--- src/rtl/sequenciador_caminho_host.sv ---
// Host-side sequencer: obstacle loads, search start, path collection and replay.
// Define CAMINHO_REVERSO_EN to replay the path source-first instead of destination-first.
module sequenciador_caminho_host #(
  parameter int ADDR_WIDTH     = 8,
  parameter int MAX_CAMINHO    = 64,
  parameter int TIMEOUT_CICLOS = 4096
) (
  input  logic                  clk,
  input  logic                  rst_n,
  input  logic                  cmd_valid_in,
  output logic                  cmd_ready_out,
  input  logic                  cmd_tipo_in,
  input  logic [ADDR_WIDTH-1:0] cmd_addr_a_in,
  input  logic [ADDR_WIDTH-1:0] cmd_addr_b_in,
  input  logic                  cmd_obst_in,
  output logic                  obstaculos_wr_enable_out,
  output logic [ADDR_WIDTH-1:0] obstaculos_wr_addr_out,
  output logic                  obstaculos_wr_data_out,
  output logic                  top_wr_fonte_out,
  output logic [ADDR_WIDTH-1:0] top_addr_fonte_out,
  output logic [ADDR_WIDTH-1:0] top_addr_destino_out,
  input  logic [ADDR_WIDTH-1:0] gma_read_data_in,
  input  logic                  gma_pronto_in,
  output logic                  caminho_valid_out,
  input  logic                  caminho_ready_in,
  output logic [ADDR_WIDTH-1:0] caminho_data_out,
  output logic                  caminho_last_out,
  output logic                  ocupado_out,
  output logic [1:0]            erro_out
);

  localparam int CW = $clog2(MAX_CAMINHO + 1);
  localparam int IW = (MAX_CAMINHO > 1) ? $clog2(MAX_CAMINHO) : 1;
  localparam int TW = $clog2(TIMEOUT_CICLOS + 1);
  localparam logic [CW-1:0] CNT_MAX = CW'(MAX_CAMINHO);
  localparam logic [TW-1:0] TMO     = TW'(TIMEOUT_CICLOS);

  typedef enum logic [2:0] {
    OCIOSO,
    INICIAR,
    COLETAR,
    ENVIAR,
    ERRO
  } estado_t;

  estado_t               state_q;
  logic [CW-1:0]         cnt_q;
  logic [CW-1:0]         idx_q;
  logic [TW-1:0]         tmr_q;
  logic                  rdy_q;
  logic                  wr_en_q;
  logic [ADDR_WIDTH-1:0] wr_addr_q;
  logic                  wr_data_q;
  logic                  inic_q;
  logic [ADDR_WIDTH-1:0] fonte_q;
  logic [ADDR_WIDTH-1:0] destino_q;
  logic                  val_q;
  logic [ADDR_WIDTH-1:0] data_q;
  logic                  last_q;
  logic                  ocup_q;
  logic [1:0]            erro_q;

  logic [ADDR_WIDTH-1:0] buf_q [MAX_CAMINHO];

  logic                  strobe;
  logic                  e_fonte;
  logic                  hs;
  logic [CW-1:0]         cnt_inc;
  logic [TW-1:0]         tmr_inc;

  logic [ADDR_WIDTH-1:0] first_data;
  logic [CW-1:0]         first_idx;
  logic                  first_last;
  logic [CW-1:0]         nxt_idx;
  logic                  nxt_last;
  logic [ADDR_WIDTH-1:0] nxt_data;

  assign strobe  = (state_q == COLETAR) & gma_pronto_in;
  assign e_fonte = (gma_read_data_in == fonte_q);
  assign hs      = val_q & caminho_ready_in;
  assign cnt_inc = cnt_q + CW'(1);
  assign tmr_inc = tmr_q + TW'(1);

  // Replay order: first node is loaded on the matching strobe itself
  always_comb begin
    first_data = gma_read_data_in;
    first_idx  = '0;
    first_last = (cnt_q == '0);
    nxt_idx    = '0;
    nxt_last   = 1'b0;
`ifdef CAMINHO_REVERSO_EN
    first_data = gma_read_data_in;
    first_idx  = cnt_q;
    nxt_idx    = idx_q - CW'(1);
    nxt_last   = (nxt_idx == '0);
`else
    first_data = (cnt_q == '0) ? gma_read_data_in : buf_q[0];
    first_idx  = '0;
    nxt_idx    = idx_q + CW'(1);
    nxt_last   = (nxt_idx == cnt_q - CW'(1));
`endif
    nxt_data   = buf_q[nxt_idx[IW-1:0]];
  end

  always_ff @(posedge clk) begin
    if (strobe) begin
      buf_q[cnt_q[IW-1:0]] <= gma_read_data_in;
    end
  end

  always_ff @(posedge clk or negedge rst_n) begin
    if (!rst_n) begin
      state_q   <= OCIOSO;
      cnt_q     <= '0;
      idx_q     <= '0;
      tmr_q     <= '0;
      rdy_q     <= 1'b1;
      wr_en_q   <= 1'b0;
      wr_addr_q <= '0;
      wr_data_q <= 1'b0;
      inic_q    <= 1'b0;
      fonte_q   <= '0;
      destino_q <= '0;
      val_q     <= 1'b0;
      data_q    <= '0;
      last_q    <= 1'b0;
      ocup_q    <= 1'b0;
      erro_q    <= 2'b00;
    end else begin
      wr_en_q <= 1'b0;
      inic_q  <= 1'b0;
      unique case (state_q)
        OCIOSO: begin
          if (cmd_valid_in) begin
            if (!cmd_tipo_in) begin
              wr_en_q   <= 1'b1;
              wr_addr_q <= cmd_addr_a_in;
              wr_data_q <= cmd_obst_in;
            end else begin
              fonte_q   <= cmd_addr_a_in;
              destino_q <= cmd_addr_b_in;
              erro_q    <= 2'b00;
              inic_q    <= 1'b1;
              rdy_q     <= 1'b0;
              ocup_q    <= 1'b1;
              state_q   <= INICIAR;
            end
          end
        end
        INICIAR: begin
          cnt_q   <= '0;
          tmr_q   <= '0;
          state_q <= COLETAR;
        end
        COLETAR: begin
          if (gma_pronto_in) begin
            cnt_q <= cnt_inc;
            tmr_q <= '0;
            if (e_fonte) begin
              val_q   <= 1'b1;
              data_q  <= first_data;
              last_q  <= first_last;
              idx_q   <= first_idx;
              state_q <= ENVIAR;
            end else if (cnt_inc == CNT_MAX) begin
              erro_q  <= 2'b10;
              state_q <= ERRO;
            end
          end else begin
            if (tmr_q != TMO) begin
              tmr_q <= tmr_inc;
            end
            if (tmr_inc >= TMO) begin
              erro_q  <= 2'b01;
              state_q <= ERRO;
            end
          end
        end
        ENVIAR: begin
          if (hs) begin
            if (last_q) begin
              val_q   <= 1'b0;
              last_q  <= 1'b0;
              rdy_q   <= 1'b1;
              ocup_q  <= 1'b0;
              state_q <= OCIOSO;
            end else begin
              data_q <= nxt_data;
              last_q <= nxt_last;
              idx_q  <= nxt_idx;
            end
          end
        end
        ERRO: begin
          rdy_q   <= 1'b1;
          ocup_q  <= 1'b0;
          state_q <= OCIOSO;
        end
        default: begin
          rdy_q   <= 1'b1;
          ocup_q  <= 1'b0;
          val_q   <= 1'b0;
          state_q <= OCIOSO;
        end
      endcase
    end
  end

  assign cmd_ready_out            = rdy_q;
  assign obstaculos_wr_enable_out = wr_en_q;
  assign obstaculos_wr_addr_out   = wr_addr_q;
  assign obstaculos_wr_data_out   = wr_data_q;
  assign top_wr_fonte_out         = inic_q;
  assign top_addr_fonte_out       = fonte_q;
  assign top_addr_destino_out     = destino_q;
  assign caminho_valid_out        = val_q;
  assign caminho_data_out         = data_q;
  assign caminho_last_out         = last_q;
  assign ocupado_out              = ocup_q;
  assign erro_out                 = erro_q;

endmodule

--- config.mk ---
export PLATFORM = sky130hd
export DESIGN_NAME = sequenciador_caminho_host
export DESIGN_NICKNAME = d
export VERILOG_FILES = /design/src/rtl/sequenciador_caminho_host.sv
export SDC_FILE = /design/constraint.sdc
export NUM_CORES = 1
export LEC_CHECK = 0
export BUFFER_PORTS_ARGS = -buffer_cell sky130_fd_sc_hd__buf_2
export CAP_MARGIN = 20
export CORE_MARGIN = 2
export CORE_UTILIZATION = 55
export CTS_CLUSTER_SIZE = 14
export DETAILED_ROUTE_END_ITERATION = 10
export MAX_ROUTING_LAYER = met4
export PLACE_DENSITY = 0.73
export SLEW_MARGIN = 20
export SYNTH_ARGS = -nofsm -noshare
export SYNTH_HDL_FRONTEND = slang
export SYNTH_SLANG_ARGS = --single-unit
--- constraint.sdc ---
create_clock -name clk -period 3 [get_ports clk]
set_input_delay 0.6 -clock clk [delete_from_list [all_inputs] [get_ports clk]]
set_output_delay 0.6 -clock clk [all_outputs]
set_load 0.1 [all_outputs]
## After elaboration in Yosys (flattened, before gate mapping)

Memories as Yosys holds them, arrays and structs flattened.
Index checks and enable logic that the tools add are counted.

| storage, ports and cells | value |
|---|---|
| input port bits | 31 |
| output and inout bits | 41 |
| bits in registers | 71 |
| RAM bits | 512 |
| word-level logic and storage cells | 122 |
| memories | 1 |

| operators by class | value |
|---|---|
| multiplexer cells | 58 |
| order comparisons | 1 |
| bitwise gates (word level) | 5 |
| reductions and logical operators | 17 |
| equality and inequality tests | 20 |
| add/subtract/negate cells | 4 |

Memories:

| name | depth | width | read ports | clocked after Yosys merged registers in | wr ports | RTL line | text |
|---|---|---|---|---|---|---|---|
| buf_q | 64 | 8 | 2 | 0 | 1 | 63 | `logic [ADDR_WIDTH-1:0] buf_q [MAX_CAMINHO];` |

Operators by type and width:

| kind | count |
|---|---|
| 8-bit 2-to-1 mux | 5 |
| 7-bit 2-to-1 mux | 5 |
| 7-bit one-hot mux with 2 select lines | 2 |
| 13-bit 2-to-1 mux | 2 |
| 13-bit one-hot mux with 2 select lines | 1 |
| 3-bit 2-to-1 mux | 8 |
| 1-bit 2-to-1 mux | 22 |
| 8-bit one-hot mux with 2 select lines | 1 |
| 5-bit AND reduction | 3 |
| 7-bit by 1-bit adder with 7-bit output, second input constant | 2 |
| 2-bit != test, second input constant | 7 |
| 13-bit by 1-bit adder with 13-bit output, second input constant | 1 |
| 13-bit greater-or-equal comparator, second input constant | 1 |
| 13-bit != test, second input constant | 1 |
| 2-bit 2-to-1 mux | 6 |
| 3-bit one-hot mux with 4 select lines | 1 |
| 6-bit AND reduction | 2 |
| 3-bit by 2-bit != test with 1-bit output, second input constant | 3 |
| 1-bit one-hot mux with 3 select lines | 3 |
| 8-bit equality test | 1 |
| 7-bit equality test | 1 |
| 7-bit equality test, second input constant | 1 |
| 7-bit logical NOT | 1 |
| 7-bit by 1-bit subtractor with 7-bit output, second input constant | 1 |
| other kinds (16) | 24 |

## Longest topological paths before layout

Gate-level depths: netlist of the first run.

| logic depth | value |
|---|---|
| depth after elaboration | 6 |
| gate-level depth with buffers | 12 |
| gate-level depth less buffers | 8 |

## Worst setup path before layout of the first run

Ideal clock, no wire load.

| timing path | value |
|---|---|
| kind | input -> register |
| start point | input gma_pronto_in |
| end point | memory buf_q[40][0] (enable) |
| required time | 2.605 ns |
| data arrival time | 2.558 ns |
| stages on the path | 5 |
| setup slack | 0.047 ns |
| path buffers | 2 |
| cells stage by stage | clkbuf_1 > nor3b_1 > clkbuf_1 > nand4b_1 > nor4_1 |

| between the ends | value |
|---|---|
| longest elaborated chain between the ends | 3 |

Ends and longest elaborated chain:

| what | RTL line | text |
|---|---|---|
| start: declaration | 23 | `input logic gma_pronto_in,` |
| 1-bit AND | 78 | `assign strobe = (state_q == COLETAR) & gma_pronto_in;` |
| 1-bit 2-to-1 mux | 106 | `if (strobe) begin` |
| 1-bit 2-to-1 mux (not written as such) | 107 | `buf_q[cnt_q[IW-1:0]] <= gma_read_data_in;` |
| end: declaration | 63 |  |

No other way between the ends.

## Worst setup path after layout of the first run

| timing path | value |
|---|---|
| start point | register idx_q[0] |
| end point | register data_q[2], in the netlist caminho_data_out[2] |

| between the ends | value |
|---|---|
| longest elaborated chain between the ends | 5 |

Ends and longest elaborated chain:

| what | RTL line | text |
|---|---|---|
| start: declaration | 48 | `logic [CW-1:0] idx_q;` |
| start signal: assignment | 163 | `idx_q <= first_idx;` |
| start signal: assignment | 190 | `idx_q <= nxt_idx;` |
| 7-bit by 1-bit adder with 7-bit output | 99 | `nxt_idx = idx_q + CW'(1);` |
| memory read 64 x 8 bit | n/a |  |
| 8-bit 2-to-1 mux | 181 | `if (last_q) begin` |
| 8-bit 2-to-1 mux | 180 | `if (hs) begin` |
| 8-bit one-hot mux with 2 select lines | 132 | `unique case (state_q)` |
| end signal: assignment | 161 | `data_q <= first_data;` |
| end signal: assignment | 188 | `data_q <= nxt_data;` |
| end: declaration | 58 | `logic [ADDR_WIDTH-1:0] data_q;` |

No other way between the ends. The select of a mux whose other input is x is not followed.
A chain may end at the register's enable or synchronous reset.

==> flow_metrics.env, run 1 <==
export IMPL_status="finished clean"
export IMPL_slew_headroom_pct=33.9
export IMPL_rsz0062_at_grt="false"
export IMPL_rows=76
export IMPL_cts_buffer_depth=3
export IMPL_drtIter0Drc=1500
export IMPL_hpwl_um=34400
export IMPL_post_cts_buffers=0
export IMPL_cp_start_kind="flop"
export IMPL_worstSetupEndpointType="flop"
export IMPL_regArea_um2=17200
export IMPL_yosys_register_bits=583
export IMPL_slew_viol_final=0
export IMPL_drc_errors=0
export IMPL_wl_per_cell_um=24.6
export IMPL_synth_flop_cell="edfxtp_1"
export IMPL_crit_fanout=35
export IMPL_syn_inst=1409
export IMPL_synth_top_area_cell="edfxtp_1"
export IMPL_critPathTopFamily="compound AO/OA/AOI/OAI gates"
export IMPL_io_buffers=71
export IMPL_worst_pin_slew_ns=0.988
export IMPL_ys_seq_area_share_pct=71.4
export IMPL_dieHeight_um=213
export IMPL_path_class="flop to flop"
export IMPL_r2r_start="idx_q[0]$_DFFE_PN0P_"
export IMPL_root_buffer="clkbuf_16"
export IMPL_chipWidth_um=213
export IMPL_internal_power_w=0.0143
export IMPL_synth_cell_types=64
export IMPL_worst_path_buf_inv=2
export IMPL_grt_max_degree=67
export IMPL_drive_gt1_share_pct=27.4
export IMPL_grt_pass1_wl_um=83200
export IMPL_cts_resized=0
export IMPL_synthToLayoutAreaGrowth_pct=14.3
export IMPL_startpoint="idx_q[0]$_DFFE_PN0P_"
export IMPL_cts_sinks=583
export IMPL_cp_required_ns=3.50
export IMPL_tns_ns=0
export IMPL_cts_tree="built"
export IMPL_vias_per_cell=6.07
export IMPL_max_cap_violations=0
export IMPL_path_common_cell="nor2_1"
export IMPL_antenna_left=0
export IMPL_power_density_nw_per_um2=755
export IMPL_fillers=2999
export IMPL_worst_slack_ns=0.125
export IMPL_grt_usage_pct=25.8
export IMPL_final_cell_mix="edfxtp_1 (512), nand2_1 (127), nor2_1 (119)"
export IMPL_yosys_top_cells_area="edfxtp_1 (64%), mux4_2 (9.7%), dfrtp_1 (7.3%)"
export IMPL_totalWireLength_um=54500
export IMPL_clk_pin_slew_worst_paths_ns=0.06
export IMPL_ir_drop_mv=1.12
export IMPL_cts_hold_buf=0
export IMPL_yosysWarnings=0
export IMPL_grt_overflow_total=0
export IMPL_dieArea_um2=45300
export IMPL_core_um2=43100
export IMPL_synthArstFlopShare_pct=12.2
export IMPL_worst_endpoint_arrival_ns=3.37
export IMPL_final_hold_violation_count=0
export IMPL_rr_endpoint="caminho_data_out[2]$_DFFE_PN0P_"
export IMPL_power_frac_comb_pct=21.4
export IMPL_grt_pass1_vias=13500
export IMPL_slowest_stage="mux4_2"
export IMPL_layout_commonest_cell="edfxtp_1"
export IMPL_crit_chain="buf_12, buf_4, mux4_2, nor2_1, nor2_1, o21ai_0, a211oi_1, a211o_1"
export IMPL_htreeDepth=2
export IMPL_multi_input_area_um2=6400
export IMPL_netlist_area_leader_share_pct=64.0
export IMPL_setup_viol=0
export IMPL_fmax_ghz=0.348
export IMPL_vias=13400
export IMPL_pin_count=72
export IMPL_p_switching_w=0.00644
export IMPL_clk_latency_ns=0.61
export IMPL_pre_cts_ws_ns=0.0966
export IMPL_nets=1615
export IMPL_power_w=0.0207
export IMPL_first_pass_iters=5
export IMPL_synth_edf_count=512
export IMPL_min_period_ns=2.87
export IMPL_cts_made_buffers=58
export IMPL_netlist_area_um2=24000
export IMPL_worst_path_largest_cell_delay_ns=0.55
export IMPL_avgSynthCellArea_um2=17.0
export IMPL_antenna_found_initial=2
export IMPL_power_frac_clock_pct=32.8
export IMPL_swShare_pct=31.1
export IMPL_syn_nets=1445
export IMPL_reg2regPathDepth=8
export IMPL_start_util_pct=55.7
export IMPL_seqPwrFrac_pct=45.7
export IMPL_worstHoldPathType="input pin to async pin"
export IMPL_gp_congestion=0.930
export IMPL_fin_skew_ns=0.0233
export IMPL_p_leak_nw=9.29
export IMPL_finalCritPeriodShare_pct=95.8
export IMPL_rrSetupSlack_ns=0.13
power by group through the flow:
stage	clock [W]	combinational (W)	sequential [W]
after floorplan	0	0.00173	0.0112
after global placement	0	0.00436	0.00961
after detailed placement	0	0.00441	0.00962
after CTS	0.00691	0.00443	0.00946
after global routing	0.00722	0.00466	0.00950
final	0.00680	0.00443	0.00947
registers in the layout (all words and copies together) (netlist names):
| register | count |
|---|---|
| caminho_valid_out | 1 |
| obstaculos_wr_data_out | 1 |
| caminho_data_out | 8 |
| top_wr_fonte_out | 1 |
| ocupado_out | 1 |
| caminho_last_out | 1 |
| obstaculos_wr_addr_out | 8 |
| top_addr_fonte_out | 8 |
| idx_q | 7 |
| top_addr_destino_out | 8 |
| erro_out | 2 |
| obstaculos_wr_enable_out | 1 |
| buf_q | 512 |
| tmr_q | 13 |
| cmd_ready_out | 1 |
| cnt_q | 7 |
| state_q | 3 |
synthesized netlist by cell type (all sizes together) (12+ instances only):
cell type,count
edfxtp,512
clkbuf,31
nand2,127
o21ai,47
a21oi,12
buf,47
nand4,13
nand3,45
dfrtp,70
nor2,120
mux4,112
o22ai,12
mux2,52
xnor2,28
mux2i,25
stage by stage:
step	utilization, %	cell area [µm²]	hold WS (ns)	std cells
floorplan	-	24000	0.304	1409
detailed placement	59.5	25600	0.490	2104
global placement	59.5	25600	0.485	2104
finish	63.7	27400	0.120	2214
CTS	63.7	27400	0.127	2212
global route	63.7	27400	0.176	2214
cell families after synthesis:
family | count (synthesis) | share of synthesized area [%]
simple gates | 370 | 7.01
xor+xnor | 37 | 1.38
mux | 189 | 14.1
compound gates | 135 | 3.70
fa+ha+maj | 6 | 0.302
flops | 583 | 71.4
buf+inv | 89 | 2.04
routing by layer:
layer | global-route usage [%] | vias up | share of wire (%)
li1 | - | 5878 | -
met1 | 35.8 | 6829 | 41
met2 | 39.8 | 620 | 48
met3 | 4.74 | 120 | 7.9
met4 | 7.67 | 0 | 2.9
met5 | - | - | 0
worst reg2reg max path, stage by stage, from the launching register on:
cell and delay (ns):
dfrtp_4 0.44, buf_12 0.27, buf_4 0.38, mux4_2 0.56, nor2_1 0.16, nor2_1 0.06
o21ai_0 0.51, a211oi_1 0.11, a211o_1 0.29
cell type report:
class                   count  share of cell area (%)
diodes                      2                  0.0182
multi-input cells         737                    23.3
inverters                  11                   0.151
well taps                 585                    2.67
clock buffers              83                    5.86
clock inverters            25                   0.661
flip-flops and latches    583                    62.5
repair buffers            188                    4.78
how the worst max path moves through the flow:
stage               depth (start not counted)                               to
global route                                8  caminho_data_out[3]$_DFFE_PN0P_
finish                                      8  caminho_data_out[2]$_DFFE_PN0P_
global placement                            8  caminho_data_out[2]$_DFFE_PN0P_
floorplan                                   5           buf_q[40][0]$_DFFE_PP_
CTS                                         8  caminho_data_out[5]$_DFFE_PN0P_
detailed placement                          8  caminho_data_out[5]$_DFFE_PN0P_
Note: power is estimated with default switching activity, not from simulation.
==> inputs of run 2 (changes only) <==
Settings changed: CTS_BUF_LIST set to sky130_fd_sc_hd__clkbuf_2.
==> run 2 against run 1 <==
  * Clock skew is 0.042 ns higher
  * Sequential power about the same
  * Die area did not move
  * Via count increased by 3.7%
  * Register-to-register slack about the same
  * Worst hold slack improved by 0.041 ns
  * Global-route usage rose by 0.14 points
  * Worst setup slack improved by 0.0021 ns
  * Clock power fell by 25%
  * First-iteration DRC count shrank 11%
==> flow_metrics.env, run 2 (same netlist as run 1, synthesis figures left out) <==
export IMPL_status="finished clean"
export IMPL_io_buffers=71
export IMPL_fin_skew_ns=0.0648
export IMPL_slowest_stage="mux4_2"
export IMPL_antenna_found_initial=2
export IMPL_path_common_cell="nor2_1"
export IMPL_vias_per_cell=5.85
export IMPL_drc_errors=0
export IMPL_dieArea_um2=45300
export IMPL_first_pass_iters=5
export IMPL_critPathTopFamily="compound AO/OA/AOI/OAI gates"
export IMPL_grt_overflow_total=0
export IMPL_gp_congestion=0.930
export IMPL_cts_sinks=583
export IMPL_min_period_ns=2.87
export IMPL_internal_power_w=0.0124
export IMPL_worst_path_largest_cell_delay_ns=0.59
export IMPL_antenna_left=0
export IMPL_largest_reg_flops=512
export IMPL_root_buffer="clkbuf_2"
export IMPL_cp_required_ns=3.98
export IMPL_power_frac_clock_pct=26.8
export IMPL_power_w=0.0190
export IMPL_worst_path_buf_inv=2
export IMPL_synthToLayoutAreaGrowth_pct=13.2
export IMPL_path_class="flop to flop"
export IMPL_start_util_pct=55.7
export IMPL_grt_max_degree=67
export IMPL_layout_commonest_cell="edfxtp_1"
export IMPL_finalCritPeriodShare_pct=95.7
export IMPL_vias=13900
export IMPL_grt_pass1_vias=14300
export IMPL_max_cap_violations=0
export IMPL_post_cts_buffers=0
export IMPL_rsz0062_at_grt="false"
export IMPL_clk_pin_slew_worst_paths_ns=0.12
export IMPL_core_um2=43100
export IMPL_p_leak_nw=9.51
export IMPL_seqPwrFrac_pct=49.6
export IMPL_totalWireLength_um=54500
export IMPL_crit_fanout=35
export IMPL_grt_usage_pct=26.0
export IMPL_rows=76
export IMPL_nets=1725
export IMPL_worstSetupEndpointType="flop"
export IMPL_ir_drop_mv=1.00
export IMPL_swShare_pct=34.7
export IMPL_place_area_um2=25600
export IMPL_worstHoldPathType="input pin to flop"
export IMPL_p_switching_w=0.00660
export IMPL_rrSetupSlack_ns=0.13
export IMPL_cts_made_buffers=143
export IMPL_dieHeight_um=213
export IMPL_stdcell_area_um2=27200
export IMPL_setup_viol=0
export IMPL_htreeDepth=4
export IMPL_pin_count=72
export IMPL_drive_gt1_share_pct=32.9
export IMPL_slew_viol_final=0
export IMPL_grt_pass1_wl_um=83400
export IMPL_holdWs_ns=0.161
export IMPL_chipWidth_um=213
export IMPL_worst_endpoint_arrival_ns=3.85
export IMPL_final_core_util_pct=63.1
export IMPL_clk_latency_ns=1.11
export IMPL_power_frac_comb_pct=23.6
export IMPL_hpwl_um=34400
export IMPL_final_hold_violation_count=0
export IMPL_cp_start_kind="flop"
export IMPL_fmax_ghz=0.348
export IMPL_crit_chain="buf_12, buf_4, mux4_2, nor2_1, nor2_1, o21ai_0, a211oi_1, a211o_1"
export IMPL_power_density_nw_per_um2=701
export IMPL_tns_ns=0
export IMPL_cts_buffer_depth=3
export IMPL_drtIter0Drc=1339
export IMPL_cts_tree="built"
export IMPL_wl_per_cell_um=22.9
export IMPL_worst_pin_slew_ns=0.984
export IMPL_slew_headroom_pct=34.2
export IMPL_final_cell_mix="edfxtp_1 (512), clkbuf_2 (211), nand2_1 (127)"
-- run 2: changes by cell type in the layout (fill, tap and decap cells not counted), moves of 4 or more --
cell	delta
clkinv_1	+17
clkbuf_8	-4
clkinv_2	-8
clkbuf_1	-20
inv_2	+6
clkbuf_2	+211
dlygate4sd3_1	+25
clkbuf_16	-59
-- run 2: layout make-up --
| cell class | instances | area (µm²) |
|---|---|---|
| Clock buffer | 211 | 1060 |
| Clock inverter | 39 | 216 |
| Inverter | 11 | 41.3 |
| Antenna cell | 4 | 10.0 |
| Fill cell | 3128 | 15900 |
| Timing Repair Buffer | 213 | 1570 |
| Multi-Input combinational cell | 737 | 6400 |
| Sequential cell | 583 | 17200 |
| Tap cell | 585 | 732 |
-- run 2: final timing paths --
check | start | end | cells past startpoint
setup / recovery | idx_q[0]$_DFFE_PN0P_ | caminho_data_out[3]$_DFFE_PN0P_ | 8
hold / removal | gma_read_data_in[7] | buf_q[43][7]$_DFFE_PP_ | 2
setup reg to reg | idx_q[0]$_DFFE_PN0P_ | caminho_data_out[3]$_DFFE_PN0P_ | 8
hold reg to reg | top_addr_destino_out[4]$_DFFE_PN0P_ | top_addr_destino_out[4]$_DFFE_PN0P_ | 1
max in group asynchronous | rst_n | idx_q[0]$_DFFE_PN0P_ | 2
min in group asynchronous | rst_n | cnt_q[3]$_DFFE_PN0P_ | 2
-- run 2: per-layer routing --
metal | global-route usage (%) | wire [µm] | vias to the layer above
met1 | 35.5 | 22700 | 6996
li1 | - | - | 6183
met5 | - | 0 | -
met2 | 39.0 | 25800 | 665
met4 | 9.69 | 1440 | 0
met3 | 5.59 | 4640 | 104
-- run 2: stage by stage --
step                      setup slack (ns)  instances
after floorplan                     0.0472       1409
after detailed placement            0.0966       2104
after CTS                           0.0978       2379
final                                0.128       2383
after global placement               0.166       2104
after global routing                0.0150       2382
-- run 2: repair_timing --
item                       CTS  global route
setup endpoints to repair    0             2
hold endpoints to repair   104             0
hold buffers                25             0
resized for setup            0             2
-- run 2: power groups by stage --
stage | logic (W) | clock network, W | registers (W)
final | 0.00449 | 0.00510 | 0.00945
after global routing | 0.00471 | 0.00563 | 0.00949
after CTS | 0.00446 | 0.00524 | 0.00944
after detailed placement | 0.00441 | 0 | 0.00962
after global placement | 0.00436 | 0 | 0.00961
after floorplan | 0.00173 | 0 | 0.0112
